$ cat config.mk
export PLATFORM = sky130hd
export DESIGN_NAME = arp_responder_mx
export DESIGN_NICKNAME = d
export VERILOG_FILES = /design/src/rtl/arp_pkg.sv /design/src/rtl/arp_tx_serializer.sv /design/src/rtl/arp_responder_mx.sv
export SDC_FILE = /design/constraint.sdc
export NUM_CORES = 1
export LEC_CHECK = 0
export CORE_MARGIN = 2
export CORE_UTILIZATION = 25
export CTS_BUF_LIST = sky130_fd_sc_hd__clkbuf_8
export DETAILED_ROUTE_END_ITERATION = 6
export GPL_ROUTABILITY_DRIVEN = 0
export PLACE_DENSITY = 0.45
export SYNTH_ARGS = -nofsm -noshare
export SYNTH_HDL_FRONTEND = slang
export SYNTH_HIERARCHICAL = 1
export SYNTH_SLANG_ARGS = --single-unit
$ cat constraint.sdc
create_clock -name I_CLK -period 6.2 [get_ports I_CLK]
set_input_delay 0.93 -clock I_CLK [delete_from_list [all_inputs] [get_ports I_CLK]]
set_output_delay 0.93 -clock I_CLK [all_outputs]
set_load 0.05 [all_outputs]
$ cat src/rtl/arp_pkg.sv
// Shared ARP constants, FSM state type and beat-count helper for the responder.
package arp_pkg;

    localparam logic [15:0] ARP_ETHERTYPE   = 16'h0806;
    localparam logic [15:0] HTYPE_ETH       = 16'h0001;
    localparam logic [15:0] PTYPE_IPV4      = 16'h0800;
    localparam logic [7:0]  HLEN_ETH        = 8'd6;
    localparam logic [7:0]  PLEN_IPV4       = 8'd4;
    localparam logic [15:0] OPER_REQUEST    = 16'd1;
    localparam logic [15:0] OPER_REPLY      = 16'd2;
    localparam int          ARP_FRAME_BYTES = 42;
    localparam int          ARP_FRAME_BITS  = 8 * ARP_FRAME_BYTES;

    typedef enum logic [1:0] {
        SYNC = 2'd0,
        RX   = 2'd1,
        TX   = 2'd2
    } arp_state_e;

    // Number of AXIS beats needed to carry one ARP frame on a lane of db bytes.
    function automatic int arp_beats(input int db);
        return (ARP_FRAME_BYTES + db - 1) / db;
    endfunction

endpackage

$ cat src/rtl/arp_tx_serializer.sv
// Turns a 42-byte reply vector (byte 0 in the top bits) into DATA_BYTES-wide AXIS beats.
module arp_tx_serializer
    import arp_pkg::*;
#(
    parameter int DATA_BYTES = 1
) (
    input  logic                      I_CLK,
    input  logic                      I_RESET,
    input  logic                      start_i,
    input  logic [ARP_FRAME_BITS-1:0] reply_i,
    output logic                      m_tvalid_o,
    input  logic                      m_tready_i,
    output logic [8*DATA_BYTES-1:0]   m_tdata_o,
    output logic [DATA_BYTES-1:0]     m_tkeep_o,
    output logic                      m_tlast_o,
    output logic                      done_o
);

    localparam int NBEATS     = arp_beats(DATA_BYTES);
    localparam int LAST_BYTES = ARP_FRAME_BYTES - (NBEATS - 1) * DATA_BYTES;

    logic [ARP_FRAME_BITS-1:0] shreg_q, shreg_d;
    logic [5:0]                beat_q, beat_d;
    logic                      vld_q, vld_d;
    logic                      last;
    logic                      show;

    assign last       = (beat_q == 6'(NBEATS - 1));
    assign show       = vld_q && !I_RESET;
    assign m_tvalid_o = show;
    assign m_tlast_o  = show && last;
    assign done_o     = show && m_tready_i && last;

    // Load on start, then shift one lane-width of bytes out per accepted beat.
    always_comb begin
        shreg_d = shreg_q;
        beat_d  = beat_q;
        vld_d   = vld_q;
        if (start_i) begin
            shreg_d = reply_i;
            beat_d  = '0;
            vld_d   = 1'b1;
        end else if (vld_q && m_tready_i) begin
            shreg_d = shreg_q << (8 * DATA_BYTES);
            if (last) begin
                vld_d  = 1'b0;
                beat_d = '0;
            end else begin
                beat_d = beat_q + 6'd1;
            end
        end
    end

    // Map the head of the shift register onto the lanes; bytes past the frame are zero.
    always_comb begin
        m_tdata_o = '0;
        m_tkeep_o = '0;
        for (int j = 0; j < DATA_BYTES; j++) begin
            if (show) begin
                m_tdata_o[8*j +: 8] = shreg_q[ARP_FRAME_BITS-1-8*j -: 8];
                m_tkeep_o[j]        = last ? (j < LAST_BYTES) : 1'b1;
            end
        end
    end

    // Reset abandons any reply mid-flight and clears the visible data.
    always_ff @(posedge I_CLK) begin
        if (I_RESET) begin
            shreg_q <= '0;
            beat_q  <= '0;
            vld_q   <= 1'b0;
        end else begin
            shreg_q <= shreg_d;
            beat_q  <= beat_d;
            vld_q   <= vld_d;
        end
    end

endmodule

$ cat src/rtl/arp_responder_mx.sv
// ARP responder: captures Ethernet/ARP requests from AXIS, answers those that
// target a local IPv4 address with a 42-byte reply, and counts replies/drops.
module arp_responder_mx
    import arp_pkg::*;
#(
    parameter int                      DATA_BYTES = 1,
    parameter int                      N_ADDR     = 2,
    parameter logic [N_ADDR-1:0][31:0] IPV4_TABLE = '0,
    parameter logic [N_ADDR-1:0][47:0] MAC_TABLE  = '0
) (
    input  logic                    I_CLK,
    input  logic                    I_RESET,
    input  logic                    S_AXIS_TVALID,
    output logic                    S_AXIS_TREADY,
    input  logic [8*DATA_BYTES-1:0] S_AXIS_TDATA,
    input  logic [DATA_BYTES-1:0]   S_AXIS_TKEEP,
    input  logic                    S_AXIS_TLAST,
    input  logic                    S_AXIS_TUSER,
    output logic                    M_AXIS_TVALID,
    input  logic                    M_AXIS_TREADY,
    output logic [8*DATA_BYTES-1:0] M_AXIS_TDATA,
    output logic [DATA_BYTES-1:0]   M_AXIS_TKEEP,
    output logic                    M_AXIS_TLAST,
    output logic [15:0]             O_REPLY_COUNT,
    output logic [15:0]             O_DROP_COUNT
);

    // Byte counter only needs to prove ">= 42"; it saturates well above that.
    localparam logic [7:0] CNT_SAT = 8'd64;

    arp_state_e                state_q, state_d;
    logic [7:0]                cnt_q, cnt_d;
    logic                      err_q, err_d;
    logic [15:0]               drop_q, drop_d;
    logic [15:0]               reply_q, reply_d;
    logic [41:0][7:0]          frm_q, frm_d;

    logic                      in_hs;
    logic                      rx_beat;
    logic [7:0]                pop;
    logic [7:0]                byte_total;
    logic                      hdr_ok;
    logic                      hit;
    logic                      frame_ok;
    logic                      start;
    logic                      tx_done;
    logic [31:0]               tpa, spa, sel_ip;
    logic [47:0]               sha, sel_mac;
    logic [ARP_FRAME_BITS-1:0] reply_vec;

    assign S_AXIS_TREADY = !I_RESET && (state_q != TX);
    assign in_hs         = S_AXIS_TVALID && S_AXIS_TREADY;
    assign rx_beat       = in_hs && (state_q == RX);
    assign O_REPLY_COUNT = I_RESET ? 16'd0 : reply_q;
    assign O_DROP_COUNT  = I_RESET ? 16'd0 : drop_q;

    // Count enabled bytes in the current beat (TKEEP is contiguous).
    always_comb begin
        pop = '0;
        for (int j = 0; j < DATA_BYTES; j++) begin
            pop = pop + {7'd0, S_AXIS_TKEEP[j]};
        end
    end

    assign byte_total = cnt_q + pop;

    // Place each enabled lane at its absolute frame offset; bytes past 41 are ignored.
    always_comb begin
        logic [7:0] idx;
        frm_d = frm_q;
        idx   = '0;
        if (rx_beat) begin
            for (int j = 0; j < DATA_BYTES; j++) begin
                idx = cnt_q + 8'(j);
                if (S_AXIS_TKEEP[j] && (idx < 8'(ARP_FRAME_BYTES))) begin
                    frm_d[idx[5:0]] = S_AXIS_TDATA[8*j +: 8];
                end
            end
        end
    end

    assign sha = {frm_d[22], frm_d[23], frm_d[24], frm_d[25], frm_d[26], frm_d[27]};
    assign spa = {frm_d[28], frm_d[29], frm_d[30], frm_d[31]};
    assign tpa = {frm_d[38], frm_d[39], frm_d[40], frm_d[41]};

    assign hdr_ok = ({frm_d[12], frm_d[13]} == ARP_ETHERTYPE) &&
                    ({frm_d[14], frm_d[15]} == HTYPE_ETH)     &&
                    ({frm_d[16], frm_d[17]} == PTYPE_IPV4)    &&
                    (frm_d[18] == HLEN_ETH)                   &&
                    (frm_d[19] == PLEN_IPV4)                  &&
                    ({frm_d[20], frm_d[21]} == OPER_REQUEST);

    // Search the table from the top down so the lowest matching index wins.
    always_comb begin
        hit     = 1'b0;
        sel_ip  = '0;
        sel_mac = '0;
        for (int i = N_ADDR - 1; i >= 0; i--) begin
            if (IPV4_TABLE[i] == tpa) begin
                hit     = 1'b1;
                sel_ip  = IPV4_TABLE[i];
                sel_mac = MAC_TABLE[i];
            end
        end
    end

    assign frame_ok = (byte_total >= 8'(ARP_FRAME_BYTES)) && !(err_q || S_AXIS_TUSER) &&
                      hdr_ok && hit;

    assign reply_vec = {sha, sel_mac, ARP_ETHERTYPE, HTYPE_ETH, PTYPE_IPV4, HLEN_ETH,
                        PLEN_IPV4, OPER_REPLY, sel_mac, sel_ip, sha, spa};

    // Frame sequencing: resync after reset, judge each frame at TLAST, hold input during a reply.
    always_comb begin
        state_d = state_q;
        cnt_d   = cnt_q;
        err_d   = err_q;
        drop_d  = drop_q;
        reply_d = reply_q;
        start   = 1'b0;
        case (state_q)
            SYNC: begin
                if (in_hs && S_AXIS_TLAST) begin
                    state_d = RX;
                end
            end
            RX: begin
                if (in_hs) begin
                    if (S_AXIS_TLAST) begin
                        cnt_d = '0;
                        err_d = 1'b0;
                        if (frame_ok) begin
                            state_d = TX;
                            start   = 1'b1;
                        end else begin
                            drop_d = drop_q + 16'd1;
                        end
                    end else begin
                        cnt_d = (byte_total > CNT_SAT) ? CNT_SAT : byte_total;
                        err_d = err_q || S_AXIS_TUSER;
                    end
                end
            end
            TX: begin
                if (tx_done) begin
                    state_d = RX;
                    reply_d = reply_q + 16'd1;
                end
            end
            default: state_d = SYNC;
        endcase
    end

    // Control state and counters; reset returns to SYNC so a partial frame is drained.
    always_ff @(posedge I_CLK) begin
        if (I_RESET) begin
            state_q <= SYNC;
            cnt_q   <= '0;
            err_q   <= 1'b0;
            drop_q  <= '0;
            reply_q <= '0;
        end else begin
            state_q <= state_d;
            cnt_q   <= cnt_d;
            err_q   <= err_d;
            drop_q  <= drop_d;
            reply_q <= reply_d;
        end
    end

    // Captured frame bytes; always rewritten in full before a frame can be accepted.
    always_ff @(posedge I_CLK) begin
        frm_q <= frm_d;
    end

    arp_tx_serializer #(
        .DATA_BYTES (DATA_BYTES)
    ) u_tx (
        .I_CLK      (I_CLK),
        .I_RESET    (I_RESET),
        .start_i    (start),
        .reply_i    (reply_vec),
        .m_tvalid_o (M_AXIS_TVALID),
        .m_tready_i (M_AXIS_TREADY),
        .m_tdata_o  (M_AXIS_TDATA),
        .m_tkeep_o  (M_AXIS_TKEEP),
        .m_tlast_o  (M_AXIS_TLAST),
        .done_o     (tx_done)
    );

endmodule

======== After elaboration in Yosys (flattened, before gate mapping) ========
Index checks and enable logic that the tools add are counted.
word-level totals
  bits in latches ......................... 0
  bits in writable memories ............... 0
  register bits after elaboration ......... 722
  word-level logic and storage cells ...... 138
  memories ................................ 0
  memory bits (read-only) ................. 0
cells by class
  bitwise operators ....................... 1
  div/mod/pow operators ................... 0
  multipliers ............................. 0
  add/subtract/negate cells ............... 4
  $lt $le $gt $ge ......................... 5
  eq/ne operators ......................... 15
  muxes and demuxes ....................... 29
  reduce and logical (&&, ||, !) cells .... 33
  shift-type cells ........................ 0
operators by type and width
  kind                                                                   count
  336-bit two-way mux                                                    4
  336-bit bitwise mux                                                    1
  8-bit demux with 6-bit select                                          1
  16-bit by 1-bit adder with 16-bit output, second input constant        2
  16-bit by 1-bit == test with 1-bit output, second input constant       2
  16-bit by 12-bit == test with 1-bit output, second input constant      2
  32-bit logical NOT                                                     1
  16-bit two-way mux                                                     2
  8-bit two-way mux                                                      4
  1-bit logical AND                                                      19
  8-bit by 3-bit == test with 1-bit output, second input constant        2
  2-bit != test, second input constant                                   6
  1-bit two-way mux                                                      10
  2-bit two-way mux                                                      5
  8-bit by 1-bit adder with 8-bit output                                 1
  8-bit by 6-bit >= comparator with 1-bit output, second input constant  1
  8-bit by 7-bit > comparator with 1-bit output, second input constant   1
  8-bit by 6-bit < comparator with 1-bit output, second input constant   1
  2-bit AND reduction                                                    4
  6-bit by 7-bit < comparator with 1-bit output, second input constant   1
  6-bit by 1-bit adder with 6-bit output, second input constant          1
  6-bit == test, second input constant                                   1
  6-bit by 1-bit >= comparator with 1-bit output, second input constant  1
  6-bit two-way mux                                                      1
  other kinds (11)                                                       13

======== Logic depth before layout (Yosys ltp) ========
Gate-level depths: netlist (run 1).
  depth in word-level cells ............... 21
  mapped depth ............................ 15
  depth with buffers taken out ............ 12

======== Hierarchy ========
The synthesis (run 1) kept the hierarchy.
by module, submodules not included
  module             area each (sq um)  seq. area each (sq um)  instances  cells an instance
  arp_tx_serializer  15884.0            6866.6                  1          2242
  arp_responder_mx   9655.5             4704.5                  1          934

======== Worst setup path before layout (run 1) ========
No wires, ideal clock.
  path kind ............................... in2reg
  from .................................... input port S_AXIS_TKEEP
  to ...................................... register u_tx.shreg_q[7]
  cell stages on the path ................. 13
  slack ................................... 1.820 ns
  arrival ................................. 4.248 ns
  data required time ...................... 6.068 ns
  cell sequence ........................... or3b_4 > buf_6 > nor4_2 > mux2_2 > nor4b_1 > nand4_1 > nand4b_2 > nor3b_2 > buf_2 > clkbuf_1 > clkbuf_1 > nand3b_1 > a21oi_1
on the way
  cells in the longest elaborated chain, start to end .. 16
  elaborated cells on any way between the ends .. 27
  classes of those cells .................. add/sub (1); order compare (1); eq/ne (6); mux (8); reduce/logical (11)
RTL lines
  element                                                                                          RTL line                 RTL
  start, declared                                                                                  arp_responder_mx.sv:16   input logic [DATA_BYTES-1:0] S_AXIS_TKEEP,
  parallel branches: the longest is 10 deep, another holds 8-bit by 1-bit adder with 8-bit output  --
  1-bit logical AND (*)                                                                            arp_responder_mx.sv:108  hdr_ok && hit;
  1-bit two-way mux (*)                                                                            arp_responder_mx.sv:132  if (frame_ok) begin
  1-bit two-way mux (*)                                                                            arp_responder_mx.sv:129  if (S_AXIS_TLAST) begin
  1-bit two-way mux (*)                                                                            arp_responder_mx.sv:128  if (in_hs) begin
  1-bit two-way mux (*)                                                                            arp_responder_mx.sv:121  case (state_q)
  named net start                                                                                  arp_responder_mx.sv:45   logic start;
  336-bit two-way mux or 2-bit nonzero test (tied branches)                                        --
  end signal, assigned                                                                             arp_tx_serializer.sv:73  shreg_q <= shreg_d;
  end, declared                                                                                    arp_tx_serializer.sv:22  logic [ARP_FRAME_BITS-1:0] shreg_q, shreg_d;
Mark *: on every way through the listed nets, which the timed path passes.
A chain may end at the register's enable or synchronous reset.

==> metrics, run 1 <==
status finished clean; CTS Hold Buffers Added 0; core area 0.1016 sq mm; Clock Skew 60.57 ps; clock buffer depth 3; crit start category input pin; fmax 0.1938 GHz; routed len/inst 12.83 um; Via density 4.277; worst skew pair latency 730 ps; Syn Area/Cell 8.041 sq um; ratio of cells with drive above 1 in the final layout 11.41%; most frequent cells in the layout nand2_1 (1085), dfxtp_1 (578), a21oi_1 (365); drc violations 0; Worst-path clk slew 60 ps; Cell variety after synth 70; final core occ 29.75%; P&R area growth vs syn 18.34%; post-placement setup slack 418.4 ps; Chip Height 323.6 um; Die Area 0.1047 sq mm; H-tree depth 3; worst vdd ir 121.3 uV; post_cts resized 0; CTS Sinks 578; Final Worst Setup Slack 1040 ps; area leader, netlist dfxtp_1; Starting Density 25.14%; number of synthesized flops with an enable pin 0; Routed Antenna Nets 0; Leak 10.89 nW; Async SR Flop Fraction 0%; Setup Fix Bufs, Post-CTS 0; Mapped Area 0.02554 sq mm; Slew HR 18.71%; Max-Cap Viols 0; Crit. End Element register; nets 3369; final hold vios 0; ys flop type dfxtp_1; Final period util 83.23%; DR vias 20549; initial detailed-routing violation count 1239; Detailed Route WL 61620 um; Max Slew Vio Count 0; Critical Setup Path Class input pin to register; detailed placement HPWL 34710 um; final setup fails 0; most common cell after layout, fill and taps aside nand2_1; Syn Inst Count 3176; Worst Hold Class register to register; gr ovfl total 0; Overall Power 7.517 mW; pin slew with the least headroom to its limit 1215 ps; peak fanout along the critical path 138; vias in the first global route 19450; Min Clock Period, post-route 5160 ps; Pwr per Cell Area 248.7 mW/mm^2; synth warn 6; io pins 59; CTS tree done; chip width 323.6 um; Synth top area share 45.31%; ranking of synthesized cells by area dfxtp_1 (45%), nand2_1 (16%), a21o_1 (9.7%); Pre-antenna DRT Iters 5; IO buf count 58; sum of negative setup slack 0 ps; clock root cell clkbuf_8; clock buffer count from CTS 106; first-pass GRT wire length 101800 um; Required @ worst endpoint 6720 ps; RSZ-0062 raised after global routing no; crit path DAT 5680 ps; Std-Cell Rows 117; post-synthesis register bit count 578; largest net degree at the start of global routing 172; Total GRT Usage 11.71%; sequential cell area fraction in the yosys report 45.31%; initial antenna violation count 2
-- registers in the layout, summed over array words and instances, names as in the netlist --
name,cells
reply_q,16
drop_q,16
cnt_q,8
state_q,2
frm_q,192
u_tx/vld_q,1
u_tx/beat_q,6
err_q,1
u_tx/shreg_q,336
-- stage by stage --
| stage | std cells | hold WS [ps] | instance area [sq um] |
|---|---|---|---|
| 3_5_place_dp | 4608 | 423.7 | 28030 |
| 5_1_grt | 4804 | 469.1 | 30220 |
| 3_3_place_gp | 4608 | 420.6 | 28030 |
| 2_1_floorplan | 3382 | 407.6 | 26310 |
| 6_report | 4804 | 431.3 | 30220 |
| 4_1_cts | 4803 | 433.9 | 30220 |
-- layer usage --
layer	wire [um]	up-vias	part of all wire, %	global-route usage [%]
met3	2250	91	3.7	1.960
met5	0	-	0	0
li1	-	10800	-	-
met4	1211	0	2.0	3.920
met1	30510	9429	50	15.68
met2	27650	229	45	19.03
-- path summary, 6_finish.rpt --
check	from	endpoint	slack, ps	cells after the start
worst max-delay path	S_AXIS_TKEEP	u_tx/shreg_q[204]$_SDFFE_PP0P_	1040	12
worst min-delay path	frm_q[131]$_DFF_P_	frm_q[131]$_DFF_P_	430	2
worst max register to register	cnt_q[2]$_SDFFE_PP0N_	u_tx/shreg_q[204]$_SDFFE_PP0P_	1400	11
worst min register to register	frm_q[131]$_DFF_P_	frm_q[131]$_DFF_P_	430	2
-- cells by family after synthesis --
group	count (synthesis)	synth area share (%)
AOI/OAI and AO/OA	764	18.53
xor gates and xnor gates	15	0.5144
adders and majority gates	6	0.2939
buffers and inverters	260	4.346
DFF	578	45.31
muxes	185	8.093
other	2	0.02941
and+or+nand+nor	1366	22.89
-- cell type report --
| cell class | instances | area (sq um) |
|---|---|---|
| diodes | 1 | 2.502 |
| clock buffers | 136 | 1872 |
| clock inverters | 59 | 320.3 |
| fillers | 11049 | 71370 |
| inverters | 12 | 45.04 |
| multi-input cells | 2544 | 13660 |
| flip-flops and latches | 578 | 11570 |
| well taps | 1368 | 1712 |
| repair buffers | 106 | 1041 |
-- power by group --
part	internal (mW)	switching [mW]	leakage [nW]	total, mW
registers	3.72	0.00118	4.65	3.72
clock network	2.02	1.64	1.30	3.66
logic	0.0237	0.113	4.94	0.137
-- cell usage after synthesis (6+ instances only) --
| cell | number |
|---|---|
| a21oi_1 | 365 |
| buf_4 | 16 |
| nand4_1 | 11 |
| nor3_1 | 18 |
| xor2_1 | 10 |
| mux2_2 | 168 |
| nor2b_1 | 38 |
| dfxtp_1 | 578 |
| inv_1 | 12 |
| nor4_1 | 15 |
| ha_1 | 6 |
| nand3b_1 | 12 |
| buf_2 | 47 |
| o21ai_0 | 38 |
| nor2_1 | 64 |
| nand3_1 | 19 |
| mux2i_1 | 16 |
| nor4b_1 | 6 |
| nand2_1 | 1085 |
| a21o_1 | 329 |
| clkbuf_1 | 176 |
| nor3b_1 | 7 |
| or3_1 | 11 |
| and2_1 | 16 |
| buf_1 | 7 |
| or4_1 | 12 |
| and3_1 | 14 |
-- critical path, cell delays in order --
cell             delay [ps]
clkdlybuf4s50_1         530
nor3b_1                 630
and4_1                  720
mux2_2                  450
nor4_1                  610
and4bb_2                360
nand4_4                 200
nor3b_4                 280
buf_12                  210
buf_12                  430
a21o_1                  140
a21oi_1                  50
Power figures use the tool's default switching activity.
==> run 2, diff against run 1 <==
Settings changed: PLACE_DENSITY 0.45 to 0.46.
Clock period 6.2 ns to 4.3 ns, I/O delays scaled along.
==> metrics, run 2 (synthesis gave the netlist of run 1 again) <==
RSZ-0062 raised after global routing no; initial antenna violation count 1 (-1); Die Area 0.1047 sq mm (unchanged); sum of negative setup slack 0 ps (unchanged); drc violations 0 (unchanged); clock root cell clkbuf_8; Via density 4.254 (-0.56%); initial detailed-routing violation count 1192 (-3.8%); Starting Density 25.14% (unchanged); clock buffer count from CTS 103 (-2.8%); CTS Hold Buffers Added 0 (unchanged); first-pass GRT wire length 102700 um (+0.87%); final setup fails 0 (unchanged); Final period util 88.55%; io pins 59 (unchanged); fmax 0.2626 GHz; core area 0.1016 sq mm (unchanged); peak fanout along the critical path 32 (-77%); Max Slew Vio Count 0 (unchanged); Pwr per Cell Area 345.2 mW/mm^2 (+39%); detailed placement HPWL 37010 um (+6.6%); pin slew with the least headroom to its limit 1106 ps (-108.5 ps); Biggest register u_tx/shreg_q; Routed Antenna Nets 0 (unchanged); filler instances 10989 (-0.54%); Worst Hold Class input pin to register; Clock Skew 78.27 ps (+17.69 ps); most frequent cells in the layout nand2_1 (1085), dfxtp_1 (578), a21oi_1 (365); Worst-path clk slew 70 ps (about the same); Pre-antenna DRT Iters 7 (+2); crit start category register; Crit. End Element register; CTS tree done; vias in the first global route 19587 (+0.70%); Setup Fix Bufs, Post-CTS 0 (unchanged); most common cell after layout, fill and taps aside nand2_1; Min Clock Period, post-route 3808 ps; ratio of cells with drive above 1 in the final layout 13.85% (+2.4 points); Leak 11.35 nW (+4.3%); Critical Setup Path Class register to register; Top Registers u_tx/shreg_q (336), frm_q (192); Required @ worst endpoint 4830 ps (-1890 ps); P&R area growth vs syn 21.79%; final core occ 30.62% (+0.87 points); gr ovfl total 0 (unchanged); Slew HR 26.25% (+7.5 points); clock buffer depth 3 (unchanged); Total GRT Usage 11.82% (+0.12 points); worst skew pair latency 760 ps (+30 ps); routed len/inst 12.69 um (-1.1%); r2r setup slk 490 ps (-910 ps); Detailed Route WL 62000 um (+0.62%); crit path DAT 4340 ps (-1340 ps); CTS Sinks 578 (unchanged); post_cts resized 0 (unchanged); largest net degree at the start of global routing 194 (+13%); IO buf count 58 (unchanged); status finished clean; Std-Cell Rows 117 (unchanged); Max-Cap Viols 0 (unchanged); DR vias 20779 (+1.1%); H-tree depth 3 (unchanged); worst vdd ir 199.7 uV (+65%); Chip Height 323.6 um (unchanged); max FFs per register 336 (unchanged); nets 3460 (+2.7%); final hold vios 0 (unchanged); chip width 323.6 um (unchanged)
[run 2: cell count changes in the layout (fill, tap and decap cells not counted), sizes merged]
cell / delta
bufinv: -1
clkinv: +2
inv: -11
buf: +98
diode: +1
clkdlybuf4s50: -4
clkbuf: -4
[run 2: final timing paths]
kind,start,end,cells after the start
min reg2reg,frm_q[116]$_DFF_P_,frm_q[116]$_DFF_P_,2
max reg2reg,cnt_q[3]$_SDFFE_PP0N_,u_tx/shreg_q[196]$_SDFFE_PP0P_,13
max,cnt_q[3]$_SDFFE_PP0N_,u_tx/shreg_q[196]$_SDFFE_PP0P_,13
min,I_RESET,cnt_q[3]$_SDFFE_PP0N_,3
[run 2: cell type report]
cell class / instances / area, sq um / share of cell area [%]
multi-input combinational: 2544 / 13660 / 43.92
sequential: 578 / 11570 / 37.20
timing repair buffer: 200 / 2014 / 6.476
clock buffer: 132 / 1817 / 5.841
tap: 1368 / 1712 / 5.503
clock inverter: 49 / 280.3 / 0.9010
inverter: 12 / 45.04 / 0.1448
antenna: 2 / 5.005 / 0.01609
[run 2: metal layers]
layer / up-vias / wire (um) / GRT usage, % / part of all wire (%)
met1: 9484 / 30840 / 15.62 / 50
met3: 85 / 2262 / 2.341 / 3.6
met5: - / 0 / 0 / 0
met4: 0 / 1028 / 3.395 / 1.7
met2: 231 / 27870 / 19.49 / 45
li1: 10979 / - / - / -
[run 2: where the power goes]
part | internal (mW) | switching, mW
combinational | 0.0475 | 0.166
clock | 2.77 | 2.39
sequential | 5.36 | 0.00144
total | 8.18 | 2.56
[run 2: critical path, stage by stage, from the launching register on]
cell,delay [ps]
dfxtp_1,310
buf_4,180
or3b_1,550
nor4_4,390
mux2_2,390
nor4bb_1,320
nand4_1,140
nand4b_2,310
nor3b_4,270
buf_12,190
buf_12,170
buf_12,190
a21o_1,100
a21oi_1,50
[run 2: metrics by stage]
step	setup slack [ps]	area, sq um	total power [mW]	hold slack, ps	cells
after floorplan	205.1	26310	5.593	407.6	3382
after global placement	-225.5	29000	5.694	420.0	4702
after detailed placement	-208.4	29000	5.693	422.7	4702
after CTS	439.8	31100	10.98	323.9	4883
after global routing	256.2	31100	11.24	356.8	4884
final	492.2	31100	10.74	399.8	4885
